--- config.mk ---
export PLATFORM = sky130hd
export DESIGN_NAME = aes_key_sched_ctrl
export DESIGN_NICKNAME = d
export VERILOG_FILES = /design/src/rtl/aes_key_sched_ctrl.sv
export SDC_FILE = /design/constraint.sdc
export NUM_CORES = 2
export LEC_CHECK = 0
export CAP_MARGIN = 25
export CORE_MARGIN = 10
export CORE_UTILIZATION = 55
export CTS_CLUSTER_SIZE = 25
export DETAILED_ROUTE_END_ITERATION = 12
export GPL_ROUTABILITY_DRIVEN = 0
export GPL_TIMING_DRIVEN = 1
export PLACE_DENSITY = 0.76
export SLEW_MARGIN = 30
export SYNTH_ARGS = -nofsm -noshare
export SYNTH_HDL_FRONTEND = slang
export SYNTH_SLANG_ARGS = --single-unit
--- constraint.sdc ---
create_clock -name clk -period 18.5 [get_ports clk]
set_input_delay 3.7 -clock clk [delete_from_list [all_inputs] [get_ports clk]]
set_output_delay 3.7 -clock clk [all_outputs]
set_load 0.02 [all_outputs]
--- src/rtl/aes_key_sched_ctrl.sv ---
// -----------------------------------------------------------------------------
// aes_key_sched_ctrl
// AES-128 round-key sequencer and store. Accepts a cipher key, drives the
// single-round subkey generator (GenSubKey) once per round by feeding each
// result back as the next input, and keeps all round keys 0..NUM_ROUNDS in a
// local register file that the round datapath reads by index.
//
// Optional feature macro: KEY_SCHED_TIMEOUT_EN
//   defined   -> per-round watchdog; err is raised and the FSM returns to IDLE
//                when GenSubKey does not answer within TIMEOUT_CYCLES.
//   undefined -> no watchdog, err is constant 0.
// -----------------------------------------------------------------------------
module aes_key_sched_ctrl #(
    parameter int KEY_LEN        = 128,
    parameter int NUM_ROUNDS     = 10,
    parameter int TIMEOUT_CYCLES = 64
) (
    input  logic               clk,
    input  logic               reset,
    input  logic [KEY_LEN-1:0] key_in,
    input  logic               key_valid,
    output logic               busy,
    output logic               keys_ready,
    output logic               err,
    output logic [3:0]         gsk_round_n,
    output logic [KEY_LEN-1:0] gsk_data_out,
    output logic               gsk_valid_out,
    input  logic [KEY_LEN-1:0] gsk_data_in,
    input  logic               gsk_valid_in,
    input  logic [3:0]         rd_round,
    output logic [KEY_LEN-1:0] rd_key
);

    typedef enum logic [1:0] {
        ST_IDLE  = 2'd0,
        ST_ISSUE = 2'd1,
        ST_WAIT  = 2'd2,
        ST_DONE  = 2'd3
    } state_t;

    state_t             state_r;
    state_t             state_next_s;

    // Round-key store: slot 0 is the cipher key, slot r+1 the result of round r.
    logic [KEY_LEN-1:0] slot_r [0:NUM_ROUNDS];
    logic [3:0]         round_r;

    logic               busy_r;
    logic               keys_ready_r;
    logic               gsk_valid_out_r;
    logic [3:0]         gsk_round_n_r;
    logic [KEY_LEN-1:0] gsk_data_out_r;
    logic [KEY_LEN-1:0] rd_key_r;

    logic               accept_s;
    logic               wr_sub_s;
    logic               last_s;
    logic               timeout_s;

    // Decode of the events that move the sequencer and the key store.
    always_comb begin
        accept_s = 1'b0;
        wr_sub_s = 1'b0;
        last_s   = (round_r == 4'(NUM_ROUNDS - 1));
        if ((state_r == ST_IDLE) || (state_r == ST_DONE)) begin
            accept_s = key_valid;
        end else begin
            accept_s = 1'b0;
        end
        if (state_r == ST_WAIT) begin
            wr_sub_s = gsk_valid_in;
        end else begin
            wr_sub_s = 1'b0;
        end
    end

`ifdef KEY_SCHED_TIMEOUT_EN
    localparam int TO_W = $clog2(TIMEOUT_CYCLES + 1);

    logic [TO_W-1:0] wait_cnt_r;
    logic            err_r;

    // Watchdog: counts WAIT cycles, restarted by each ISSUE so every round gets a full budget.
    always_ff @(posedge clk) begin
        if (reset) begin
            wait_cnt_r <= {TO_W{1'b0}};
        end else if (state_r == ST_ISSUE) begin
            wait_cnt_r <= {TO_W{1'b0}};
        end else if (state_r == ST_WAIT) begin
            wait_cnt_r <= wait_cnt_r + {{(TO_W-1){1'b0}}, 1'b1};
        end else begin
            wait_cnt_r <= wait_cnt_r;
        end
    end

    // The last permitted WAIT cycle without an answer ends the expansion.
    assign timeout_s = (state_r == ST_WAIT) && !gsk_valid_in &&
                       (wait_cnt_r == TO_W'(TIMEOUT_CYCLES - 1));

    // Sticky error flag, cleared only by a newly accepted key or reset.
    always_ff @(posedge clk) begin
        if (reset) begin
            err_r <= 1'b0;
        end else if (accept_s) begin
            err_r <= 1'b0;
        end else if (timeout_s) begin
            err_r <= 1'b1;
        end else begin
            err_r <= err_r;
        end
    end

    assign err = err_r;
`else
    // Without the watchdog the generator is trusted to answer eventually.
    logic [31:0] unused_timeout_s;
    assign unused_timeout_s = 32'(TIMEOUT_CYCLES);
    assign timeout_s        = 1'b0;
    assign err              = 1'b0;
`endif

    // State register.
    always_ff @(posedge clk) begin
        if (reset) begin
            state_r <= ST_IDLE;
        end else begin
            state_r <= state_next_s;
        end
    end

    // Next-state logic: one ISSUE cycle per round, then WAIT for the generator.
    always_comb begin
        state_next_s = state_r;
        case (state_r)
            ST_IDLE, ST_DONE: begin
                if (accept_s) begin
                    state_next_s = ST_ISSUE;
                end else begin
                    state_next_s = state_r;
                end
            end
            ST_ISSUE: begin
                state_next_s = ST_WAIT;
            end
            ST_WAIT: begin
                if (gsk_valid_in) begin
                    state_next_s = last_s ? ST_DONE : ST_ISSUE;
                end else if (timeout_s) begin
                    state_next_s = ST_IDLE;
                end else begin
                    state_next_s = ST_WAIT;
                end
            end
            default: begin
                state_next_s = ST_IDLE;
            end
        endcase
    end

    // Key store, round counter and the request data held toward GenSubKey.
    always_ff @(posedge clk) begin
        if (reset) begin
            for (int i = 0; i <= NUM_ROUNDS; i++) begin
                slot_r[i] <= {KEY_LEN{1'b0}};
            end
            round_r        <= 4'd0;
            gsk_round_n_r  <= 4'd0;
            gsk_data_out_r <= {KEY_LEN{1'b0}};
        end else if (accept_s) begin
            slot_r[0]      <= key_in;
            round_r        <= 4'd0;
            gsk_round_n_r  <= 4'd0;
            gsk_data_out_r <= key_in;
        end else if (wr_sub_s) begin
            slot_r[round_r + 4'd1] <= gsk_data_in;
            if (!last_s) begin
                // The fresh subkey is the next round's input; preload it for ISSUE.
                round_r        <= round_r + 4'd1;
                gsk_round_n_r  <= round_r + 4'd1;
                gsk_data_out_r <= gsk_data_in;
            end else begin
                round_r        <= round_r;
                gsk_round_n_r  <= gsk_round_n_r;
                gsk_data_out_r <= gsk_data_out_r;
            end
        end else begin
            round_r        <= round_r;
            gsk_round_n_r  <= gsk_round_n_r;
            gsk_data_out_r <= gsk_data_out_r;
        end
    end

    // Status outputs registered from the next state so they align with the state itself.
    always_ff @(posedge clk) begin
        if (reset) begin
            busy_r          <= 1'b0;
            keys_ready_r    <= 1'b0;
            gsk_valid_out_r <= 1'b0;
        end else begin
            busy_r          <= (state_next_s == ST_ISSUE) || (state_next_s == ST_WAIT);
            keys_ready_r    <= (state_next_s == ST_DONE);
            gsk_valid_out_r <= (state_next_s == ST_ISSUE);
        end
    end

    // Registered read port; indices past the last slot read as zero.
    always_ff @(posedge clk) begin
        if (reset) begin
            rd_key_r <= {KEY_LEN{1'b0}};
        end else if (rd_round <= 4'(NUM_ROUNDS)) begin
            rd_key_r <= slot_r[rd_round];
        end else begin
            rd_key_r <= {KEY_LEN{1'b0}};
        end
    end

    assign busy          = busy_r;
    assign keys_ready    = keys_ready_r;
    assign gsk_valid_out = gsk_valid_out_r;
    assign gsk_round_n   = gsk_round_n_r;
    assign gsk_data_out  = gsk_data_out_r;
    assign rd_key        = rd_key_r;

endmodule

# Yosys cells after proc, flatten, opt, wreduce, memory -nomap -nowiden
# Memories as Yosys holds them, arrays and structs flattened. A register that Yosys moved wholly into a read port is not among the register bits.
# Index checks and enable logic that the tools add are counted.
classes:
  add_sub_neg: 1
  n_mul: 0
  div_mod_pow: 0
  order_cmp: 1
  eq_ne: 8
  shifts: 0
  mux: 22
  bitwise: 3
  n_reduce_logical: 10
op_table:
  columns: ["cell", "n"]
  rows:
  - ["2-to-1 mux 128 bit", 5]
  - ["OR reduction 128 bit", 1]
  - ["2-to-1 mux 1 bit", 12]
  - ["equality test 2 bit, second input constant", 4]
  - ["2-to-1 mux 2 bit", 3]
  - ["case mux 2 bit (3 select lines)", 1]
  - ["OR reduction 2 bit", 3]
  - ["adder 4 x 1 -> 4 bit, second input constant", 1]
  - ["equality test 2 x 1 -> 1 bit, second input constant", 2]
  - ["equality test 4 bit, second input constant", 1]
  - ["less-or-equal comparator 4 bit, second input constant", 1]
  - ["2-to-1 mux 4 bit", 1]
  - ["AND reduction 2 bit", 2]
  - ["zero test 2 bit", 1]
  - ["logical OR 1 bit", 2]
  - ["!= test 2 bit, second input constant", 1]
  - ["NOT 1 bit", 2]
  - ["nonzero test 2 bit", 1]
  - ["bitwise OR 1 bit", 1]
totals:
  ff_bits: 137
  latchBits: 0
  mem_bits_rw: 1408
  romBits: 0
  input_bits: 264
  out_inout_bits: 264
  elab_cells: 52
  memories: 1
mem_list:
  columns: ["name", "words", "width", "read_ports", "rd_clocked_by_memory_dff", "wr", "line", "rtl"]
  rows:
  - ["slot_r", 11, 128, 1, 1, 11, "45", "logic [KEY_LEN-1:0] slot_r [0:NUM_ROUNDS];"]

# Depth between registers and ports, before layout
depth:
  word_depth: 8
  mapped_depth: 9
  depth_no_buf: 8

# Least setup slack after synthesis
# No wires, ideal clock.
synth_timing:
  path_type: "input to register"
  start: "in reset"
  end: "mem slot_r[0][0] (enable)"
  setup_time_ns: 0.642
  t_arrival_ns: 10.548
  required_time_ns: 17.858
  slack_ns: 7.310
  path_stages: 6
  n_path_buf: 2
  cell_sequence: "a21o_1 > buf_2 > nor2_1 > a31oi_1 > clkbuf_1 > o21bai_1"
synth_rtl:
  columns: ["element", "line", "rtl"]
  rows:
  - ["from (decl)", "19", "input logic reset,"]
  - ["to (decl)", "45", null]

==> results.cfg <==
[routing]
wirelength_um = 212000
dr.pass1.iters = 5
drcViolationCount = 0
drtIter0Drc = 6310
vias = 50183
avgViaCountPerCell = 6.37
ant_nets = 0
wl_per_cell_um = 26.9

[worst_setup_path]
path_max_fanout = 51
worst_setup_path_start_kind = primary input
path_cells = clkdlybuf4s50_1, nand2_1, or3b_4, or4_4, or2b_4, buf_4, buf_4
cpMaxStageDelayCell = or4_4
reg2reg_slack_ns = 13.10
r2r-end = slot_r[5][124]
worstPathArrival_ns = 8.36
crit_family = simple AND/OR/NAND/NOR gates
reg2regPathDepth = 7
crit_path_end_kind = flip-flop
crit_top_cell = buf_4
path_buf_inv = 3
max_stage_delay_ns = 0.84
worstSetupPathType = primary input to flip-flop
required_ns = 18.90
r2r-start = gsk_round_n[0]

[cts]
cts_hold_buffers = 0
cts-root-buf = clkbuf_16
cts_max_level = 4
cts_tree = yes
clk_latency_ns = 0.80
cts_buffers = 165
cts_sinks = 1673
postCtsSetupBuffers = 0
cts.clk_slew.worst_paths_ns = 0.06
cts_resized = 0
clockBufferDepth = 3

[flow_run]
cap_viol_max_count = 0

[yosys]
ys_seq_area_frac = 0.658
synth_nets = 5967
ys.flop_type = edfxtp_1
syn_avg_cell_area_um2 = 12.4
synth-edff-count = 1280
synthArstFlopShare = 0
synth_cells = 5697
synth_seq_cells = 1673
yosys_warnings = 0
yosysUniqueCellTypes = 50
synth_area_um2 = 70400

[sta]
skew_ns = 0.0235
slew_violations = 0
tightest_slew_ns = 1.05
grt_setup_unrepaired = no
whs_ns = 0.477
fin_crit_sh = 0.431
fin_tns_setup_ns = 0
setup_violations = 0
finalHoldViolations = 0
min_period_ns = 7.96
max_freq_ghz = 0.126
slew_headroom = 0.301

[cells_and_area]
multiInputGateArea_um2 = 21700
seq_area_um2 = 46300
nets = 6346
finish.instance_area_um2 = 82600
areaGrowthSynthToFinish_pct = 17.4
layout-drive-gt1-share = 0.110
fill_cells = 9112
final_common_cell = edfxtp_1
layout_common_cells = edfxtp_1, nor2_1, clkdlybuf4s50_1, dfxtp_1, a21oi_1

[die]
rows = 131
initial_utilization = 0.552
core-area_um2 = 127000
die_h_um = 378
die_area_um2 = 143000
io_pins = 528
fp.dieW_um = 378

[global_routing]
grt_pass1_wl_um = 314000
gr-total-overflow = 0
grt_antenna_before_repair = 9
grt_pass1_vias = 49462
gr-usage-all-layers = 0.290
grt_max_degree = 133

[min_path]
min_from = gsk_data_out[101]
hp-class = flip-flop to flip-flop
hold_path_depth = 2
min_to = gsk_data_out[101]

[placement]
placed_cell_area_um2 = 76900
dp_hpwl_um = 123000
port_buffers = 526

[power_and_ir_drop]
power_per_cell_area_nw_per_um2 = 113
ir_drop_mv = 0.121
p_leak_nw = 29.1

[outcome]
status = complete, no violations
==> cells by family (layout without fill, tap and decap cells) <==
family	after synthesis	count (layout)	synth area share
compound gates	1171	1171	0.109
xor+xnor	3	3	0.000480
fa+ha+maj	6	6	0.00107
buf+inv	618	1140	0.0370
flops	1673	1673	0.658
mux	512	512	0.0956
other cells	1	4	0.0000533
simple gates	1713	1713	0.0989
==> registers in the layout, indices dropped and copies added, names as in the netlist <==
name	count
slot_r	1408
gsk_data_out	128
rd_key	128
gsk_round_n	4
state_r	2
busy	1
gsk_valid_out	1
keys_ready	1
==> worst max path at each step <==
| stage | cells past startpoint | from | to | slack [ns] |
|---|---|---|---|---|
| finish | 7 | gsk_valid_in | slot_r[5][124] | 10.54 |
| global route | 7 | gsk_valid_in | slot_r[5][124] | 10.41 |
| CTS | 7 | gsk_valid_in | slot_r[5][124] | 10.62 |
| detailed placement | 7 | gsk_valid_in | slot_r[5][109] | 9.80 |
| global placement | 7 | gsk_valid_in | slot_r[7][55] | 9.78 |
| floorplan | 6 | reset | slot_r[0][0] | 7.31 |
==> cell type report <==
type                            count  share of cell area
Antenna cell                        3           0.0000909
Inverter                          133             0.00604
Clock inverter                     67             0.00713
Clock buffer                      243              0.0570
Multi-Input combinational cell   3406               0.262
Timing Repair Buffer              697              0.0815
Tap cell                         1662              0.0252
Sequential cell                  1673               0.561
==> stage by stage <==
step	setup WS [ns]	total power (W)	instances	util
detailed placement	9.80	0.00605	7524	0.604
finish	10.54	0.00932	7884	0.649
CTS	10.62	0.00931	7834	0.645
floorplan	7.31	0.00537	5697	-
global route	10.41	0.00958	7884	0.649
global placement	9.78	0.00600	7488	0.601
==> Yosys cell counts, types with 100 or more instances <==
cell type | count | area (um2)
nor3_1 | 129 | 646
a22oi_1 | 256 | 1920
a311oi_1 | 129 | 1130
nand2_1 | 260 | 976
clkbuf_1 | 371 | 1390
o211ai_1 | 128 | 961
mux4_2 | 128 | 2880
a21oi_1 | 386 | 1930
nor2_1 | 1186 | 4450
edfxtp_1 | 1280 | 38400
o21ai_0 | 134 | 671
a211oi_1 | 129 | 968
nor2_2 | 100 | 626
mux2i_1 | 383 | 3830
inv_1 | 133 | 499
dfxtp_1 | 393 | 7870
==> metal layers <==
metal,wire (um),vias up,track usage
met3,23400,415,0.0664
met1,80000,25015,0.385
met5,55,-,0
met2,101000,3056,0.464
li1,-,21689,-
met4,7110,8,0.108
==> tightest hold or removal path, stage by stage (launching register included) <==
cell	delay [ns]
dfxtp_1	0.31
nand2_1	0.05
a311oi_1	0.07
==> report_power, final <==
group | internal, W | switching [W] | total [W]
logic | 0.000535 | 0.000972 | 0.00151
clock network | 0.00188 | 0.00143 | 0.00331
registers | 0.00437 | 0.000137 | 0.00451
Power figures use the tool's default switching activity.
